`src/rtl/random_gen_pkg.sv`:
```
// Shared constants, state encoding and the Galois LFSR step function for the
// random-byte responder; the step function also serves bench-side models.
package random_gen_pkg;

  localparam logic [31:0] POLY_DEF = 32'h8020_0003;
  localparam logic [31:0] SEED_DEF = 32'hACE1_2468;

  localparam int CTRL_EN   = 0;
  localparam int CTRL_SEED = 1;
  localparam int CTRL_REQ  = 2;
  localparam int CTRL_FREE = 3;

  typedef enum logic {IDLE = 1'b0, SHIFT = 1'b1} state_e;

  // Returns {next_lfsr, out_bit}.
  function automatic logic [32:0] lfsr_step(input logic [31:0] lfsr, input logic [31:0] poly);
    logic out;
    out = lfsr[0];
    return {(lfsr >> 1) ^ (out ? poly : 32'h0), out};
  endfunction

endpackage

```
`src/rtl/random_byte_gen.sv`:
```
// Nios random PIO responder: 32-bit Galois LFSR, one step per clock, bytes
// requested with a toggle handshake on ctrl_i[2].
module random_byte_gen
  import random_gen_pkg::*;
#(
  parameter logic [31:0] POLY         = POLY_DEF,
  parameter logic [31:0] SEED_DEFAULT = SEED_DEF
) (
  input  logic        clk_clk,
  input  logic        reset_reset_n,
  input  logic [7:0]  ctrl_i,
  input  logic [31:0] seed_i,
  output logic [7:0]  random_o,
  output logic        ready_o,
  output logic        busy_o
);

  state_e      state, state_n;
  logic [31:0] lfsr, lfsr_n;
  logic [2:0]  cnt, cnt_n;
  logic [6:0]  sr, sr_n;
  logic [7:0]  rnd_n;
  logic        ready_n, busy_n, pending, pend_n;
  logic [2:1]  ctrl_q;
  logic [32:0] step;
  logic        en, free, req, seed_edge;
  logic        unused_ctrl;

  assign unused_ctrl = ^ctrl_i[7:4];
  assign en        = ctrl_i[CTRL_EN];
  assign free      = ctrl_i[CTRL_FREE];
  assign req       = ctrl_i[CTRL_REQ] ^ ctrl_q[CTRL_REQ];
  assign seed_edge = ctrl_i[CTRL_SEED] & ~ctrl_q[CTRL_SEED];
  assign step      = lfsr_step(lfsr, POLY);

  always_comb begin
    state_n = state;
    lfsr_n  = lfsr;
    cnt_n   = cnt;
    sr_n    = sr;
    rnd_n   = random_o;
    ready_n = ready_o;
    busy_n  = busy_o;
    pend_n  = pending;
    if (seed_edge) begin
      // Seed load pre-empts everything, including an in-flight byte.
      lfsr_n  = (seed_i == 32'h0) ? SEED_DEFAULT : seed_i;
      state_n = IDLE;
      cnt_n   = '0;
      ready_n = 1'b0;
      busy_n  = 1'b0;
      pend_n  = 1'b0;
    end else begin
      unique case (state)
        IDLE: begin
          if (req && en) begin
            state_n = SHIFT;
            cnt_n   = '0;
            ready_n = 1'b0;
            busy_n  = 1'b1;
          end else if (en && free) begin
            lfsr_n = step[32:1];
          end
        end
        SHIFT: begin
          lfsr_n  = step[32:1];
          sr_n    = {step[0], sr[6:1]};
          cnt_n   = cnt + 3'd1;
          ready_n = 1'b0;
          pend_n  = en & (pending | req);
          if (cnt == 3'd7) begin
            // Bits 0..6 sit in sr (LSB-first), this step supplies bit 7.
            rnd_n   = {step[0], sr};
            ready_n = 1'b1;
            cnt_n   = '0;
            if (pend_n) begin
              pend_n = 1'b0;
            end else begin
              state_n = IDLE;
              busy_n  = 1'b0;
            end
          end
        end
      endcase
    end
  end

  always_ff @(posedge clk_clk or negedge reset_reset_n) begin
    if (!reset_reset_n) begin
      state    <= IDLE;
      lfsr     <= SEED_DEFAULT;
      cnt      <= '0;
      sr       <= '0;
      random_o <= '0;
      ready_o  <= 1'b0;
      busy_o   <= 1'b0;
      pending  <= 1'b0;
      ctrl_q   <= '0;
    end else begin
      state    <= state_n;
      lfsr     <= lfsr_n;
      cnt      <= cnt_n;
      sr       <= sr_n;
      random_o <= rnd_n;
      ready_o  <= ready_n;
      busy_o   <= busy_n;
      pending  <= pend_n;
      ctrl_q   <= ctrl_i[2:1];
    end
  end

endmodule
```
`config.mk`:
```
export PLATFORM = sky130hd
export DESIGN_NAME = random_byte_gen
export DESIGN_NICKNAME = d
export VERILOG_FILES = /design/src/rtl/random_gen_pkg.sv /design/src/rtl/random_byte_gen.sv
export SDC_FILE = /design/constraint.sdc
export NUM_CORES = 1
export LEC_CHECK = 0
export CORE_MARGIN = 2
export CORE_UTILIZATION = 55
export CTS_BUF_LIST = sky130_fd_sc_hd__clkbuf_16
export CTS_CLUSTER_SIZE = 20
export DETAILED_ROUTE_END_ITERATION = 16
export PLACE_DENSITY = 0.85
export SYNTH_ARGS = -nofsm -noshare
export SYNTH_HDL_FRONTEND = slang
export SYNTH_SLANG_ARGS = --single-unit
```
`constraint.sdc`:
```
create_clock -name clk_clk -period 4.9 [get_ports clk_clk]
set_input_delay 0.49 -clock clk_clk [delete_from_list [all_inputs] [get_ports clk_clk]]
set_output_delay 0.49 -clock clk_clk [all_outputs]
set_load 0.005 [all_outputs]
```
* After elaboration in Yosys (flattened, before gate mapping)
Cells that the tools add are included.
Word-level totals: bits in registers 56, output and inout bits 10, input port bits 42
Operators by class: multiplexer cells 27, bitwise gates (word level) 8, add/sub/neg operators 1, equal/unequal tests 6, reductions and logical operators 8
Operators by type and width (count):
- $mux 32 | 5
- $pmux 32 s2 | 1
- $logic_not 32->1 | 1
- $xor 31x32->32 | 1
- $mux 1 | 14
- $ne 3x3->1 const B | 4
- $mux 3 | 3
- $pmux 1 s2 | 3
- $pmux 3 s2 | 1
- $reduce_and 3->1 | 2
- $reduce_and 2->1 | 2
- $add 3x1->3 const B | 1
- $eq 3x3->1 const B | 1
- $ne 3x1->1 const B | 1
- $not 1->1 | 3
- $and 1x1->1 | 2
- $logic_and 1x1->1 | 2
- $reduce_bool 2->1 | 1
- $or 1x1->1 | 1
- $xor 1x1->1 | 1

* Longest topological paths before layout
depth after elaboration 7, mapped depth 5

* Worst setup path after synthesis
Ideal clock, no wire load.
kind input to register, start input seed_i[27], end register lfsr[10], arrival time 1505 ps, stages 5, setup slack 3320 ps, data required time 4825 ps, cell sequence nor4_1 -> nand4_1 -> o21ai_0 -> buf_2 -> a2bb2oi_1
Between the ends: longest elaborated chain between the ends 3
Ends and longest elaborated chain:
- start: declaration | RTL line random_byte_gen.sv:12 | input logic [31:0] seed_i,
- $logic_not 32->1 | RTL line random_byte_gen.sv:47 | lfsr_n = (seed_i == 32'h0) ? SEED_DEFAULT : seed_i;
- $mux 32 | RTL line random_byte_gen.sv:47
- $mux 32 | RTL line random_byte_gen.sv:45 | if (seed_edge) begin
- end signal: assignment | RTL line random_byte_gen.sv:101 | lfsr <= lfsr_n;
- end: declaration | RTL line random_byte_gen.sv:19 | logic [31:0] lfsr, lfsr_n;
No other way between the ends. A chain may end at the register's enable or synchronous reset.

* Worst setup path in the final report
start input ctrl_i[1], end register lfsr[5]
Between the ends: longest elaborated chain between the ends 3, elaborated cells between the ends (all ways) 5, classes of those cells eq/ne (2); mux (1); bitwise (1); reduce/logical (1)
Ends and longest elaborated chain:
- start: declaration | RTL line random_byte_gen.sv:11 | input logic [7:0] ctrl_i,
- $and 1x1->1 * | RTL line random_byte_gen.sv:33 | assign seed_edge = ctrl_i[CTRL_SEED] & ~ctrl_q[CTRL_SEED];
- $ne 3x3->1 (no source line)
- $reduce_and 2->1 (no source line)
Every way passes the cells marked *; elsewhere a longest branch is shown, timed or not.

==> flow_summary_export.csv <==
group,metric,value,unit
clock_tree,post_cts_resized,0,
power_and_ir_drop,internal-power,1.011,mW
placement,place_ws,2.160,ns
detailed_routing,drc,0,
clock_tree,cts-root-buf,"clkbuf_16",
detailed_routing,wl_per_cell,15.62,um
final_layout,nNetsFinal,323,
logic_synthesis,synth_area,2582,sq um
power_and_ir_drop,power_switching,371.2,uW
detailed_routing,drtAntennaViolNets,0,
final_layout,seqCellArea,1418,sq um
sta,worst_pin_slew,0.9770,ns
sta,finalClockSkew,0.003236,ns
placement,numPortBuffers,47,
final_layout,fin_cells,332,
placement,gp_congestion,0.7829,
critical_path,slowest_delay,0.79,ns
critical_path,cp_max_fo,12,
global_routing,grt_first_pass_wirelength,9011,um
logic_synthesis,synthCells,235,
power_and_ir_drop,p_clk_share,28.6,%
clock_tree,cts_setup_buffers,0,
die,die_w,72.53,um
detailed_routing,vias_per_cell,5.732,
critical_path,critPathSlowestCell,"nor2b_1",
final_layout,final_cell_mix,"clkdlybuf4s50_1 (46), dfrtp_1 (43), nand2_1 (29), o21ai_0 (26), a2bb2oi_1 (24)",
sta,slew_viol_final,0,
sta,slew_headroom,34.73,%
sta,finalSetupTns,0,ns
critical_path,cp-end-kind,"flip-flop",
die,start_util,58.11,%
detailed_routing,drt_iter0_drc,131,
global_routing,grt_max_degree,57,
power_and_ir_drop,peakVddDrop,311.3,uV
power_and_ir_drop,powerDensity,424.6,nW/um^2
sta,setup_violations,0,
sta,hold_violations,0,
critical_path,cp-start-kind,"input pin",
die,io-pin-count,52,
clock_tree,cts_tree,"built",
sta,rsz0062_at_grt,"false",
final_layout,drive_above_1_share,13.93,%
clock_tree,path_clk_slew,0.07,ns
die,die-height,72.53,um
sta,final.setup.worst_slack,2.438,ns
final_layout,final_common_cell,"clkdlybuf4s50_1",
clock_tree,cts-buffers-inserted,5,
power_and_ir_drop,comb_power_share,22.2,%
final_layout,synthToLayoutAreaGrowth,26.07,%
final_layout,multiInputGateArea,1065,sq um
critical_path,worstPathRequired,5.10,ns
logic_synthesis,ys.flop_type,"dfrtp_1",
power_and_ir_drop,seq_power_share,49.1,%
global_routing,grt_pass1_vias,1953,
clock_tree,cts_max_path_buffers,2,
detailed_routing,dr.pass1.iters,4,
clock_tree,clock_sinks,56,
critical_path,cp.arrival,2.66,ns
clock_tree,holdBufCountCts,0,
logic_synthesis,syn_area_per_cell,10.99,sq um
power_and_ir_drop,p_leak,1.475,nW
clock_tree,clk_latency,0.29,ns
detailed_routing,routed_wl,5185,um
logic_synthesis,synth_seq_area_share,54.89,%
logic_synthesis,synth_edf_count,0,
final_layout,nFillCells,317,
die,design.core.area,4444,sq um
sta,period_needed,2.462,ns
detailed_routing,vias,1903,
power_and_ir_drop,swShare,26.85,%
status,status,"finished, final reports clean",
final_layout,diodes,0,
global_routing,overflow,0,
global_routing,track_usage,21.87,%
logic_synthesis,yosysWarnings,0,
global_routing,antenna_found_initial,0,
logic_synthesis,synthArstFlopShare,100.0,%
logic_synthesis,yosys_register_bits,56,
hold_path,hp-class,"in2async",
logic_synthesis,synthDistinctLibCells,28,
die,num_rows,24,
placement,hpwl,3486,um
clock_tree,cts.htree.levels,2,
die,dieArea,5260,sq um
critical_path,worstSetupPathType,"in2reg",
critical_path,crit_chain,"clkdlybuf4s50_1 -> nor2b_1 -> o21ai_1 -> a2bb2oi_1",
flow_run,drv_cap,0,
sta,finalCritPeriodShare,50.24,%
sta,max_freq,406.2,MHz
sta,hold_slack,0.3290,ns
placement,placed_cells,324,
logic_synthesis,synth_nets,279,
-- power by group through the flow --
| stage | logic [mW] | registers [mW] | clock network [mW] |
|---|---|---|---|
| floorplan | 0.220 | 0.662 | 0 |
| CTS | 0.311 | 0.679 | 0.407 |
| detailed placement | 0.307 | 0.687 | 0 |
| global route | 0.349 | 0.696 | 0.421 |
| global placement | 0.294 | 0.680 | 0 |
| finish | 0.307 | 0.679 | 0.396 |
-- final cells by class --
cell class	instances	share of cell area (%)
repair buffers	51	15.22
clock buffers	5	3.843
clock inverters	3	1.307
inverters	12	1.384
multi-input cells	153	32.71
flip-flops and latches	56	43.54
well taps	52	1.998
-- path summary, 6_finish.rpt --
| path | from | cells past startpoint | slack [ns] | end |
|---|---|---|---|---|
| worst max register to register | ctrl_q[1] | 3 | 2.81 | lfsr[5] |
| worst max-delay path | ctrl_i[1] | 4 | 2.44 | lfsr[5] |
| worst min-delay path | reset_reset_n | 2 | 0.33 | lfsr[4] |
| max in group asynchronous | reset_reset_n | 2 | 4.13 | lfsr[18] |
| worst min register to register | lfsr[25] | 2 | 0.48 | lfsr[25] |
| min in group clk_clk | lfsr[25] | 2 | 0.48 | lfsr[25] |
-- cell usage after synthesis (all sizes together), types with 2 or more instances --
cell / number / share of area (%)
a21oi: 8 / 1.6
a2bb2oi: 24 / 8.1
buf: 9 / 1.8
clkbuf: 5 / 0.73
dfrtp: 43 / 42
dfstp: 13 / 13
ha: 2 / 0.97
inv: 12 / 1.7
mux2: 13 / 5.7
mux2i: 17 / 6.6
nand2: 29 / 4.2
nand2b: 2 / 0.48
nand3: 2 / 0.39
nand3b: 3 / 0.87
nand4: 2 / 0.48
nor2: 5 / 0.73
nor4: 8 / 1.9
o21ai: 27 / 5.2
xnor2: 3 / 1.0
-- per-layer routing --
| layer | up-vias | global-route usage, % | part of all wire [%] |
|---|---|---|---|
| li1 | 923 | - | - |
| met3 | 5 | 4.167 | 3.3 |
| met1 | 931 | 29.86 | 45 |
| met5 | - | 0 | 0 |
| met2 | 44 | 35.25 | 50 |
| met4 | 0 | 7.613 | 1.0 |
-- logic make-up after synthesis --
group / synth area share [%]
AO/OA/AOI/OAI: 16.38
flip-flops: 54.89
AND/OR/NAND/NOR: 9.836
multiplexers: 12.26
buffers and inverters: 4.312
XOR/XNOR: 1.357
adder cells (fa/ha/maj): 0.9688
-- critical path: cells and delay by family --
kind	cells	cell delay, ns
buffers and inverters	1	0.51
AO/OA/AOI/OAI	2	0.86
AND/OR/NAND/NOR	1	0.79
-- state kept, by name, summed over array words and instances (netlist names) --
name / count
random_o: 8
busy_o: 1
cnt: 3
lfsr: 32
sr: 7
pending: 1
ready_o: 1
state: 1
ctrl_q: 2
-- metrics by stage --
stage	power (mW)	cell area [sq um]	util, %
5_1_grt	1.466	3256	73.25
6_report	1.382	3256	73.25
3_3_place_gp	0.9741	3088	69.48
3_5_place_dp	0.9943	3088	69.48
2_1_floorplan	0.8825	2582	-
4_1_cts	1.397	3256	73.25
(Power assumes the default switching activity.)
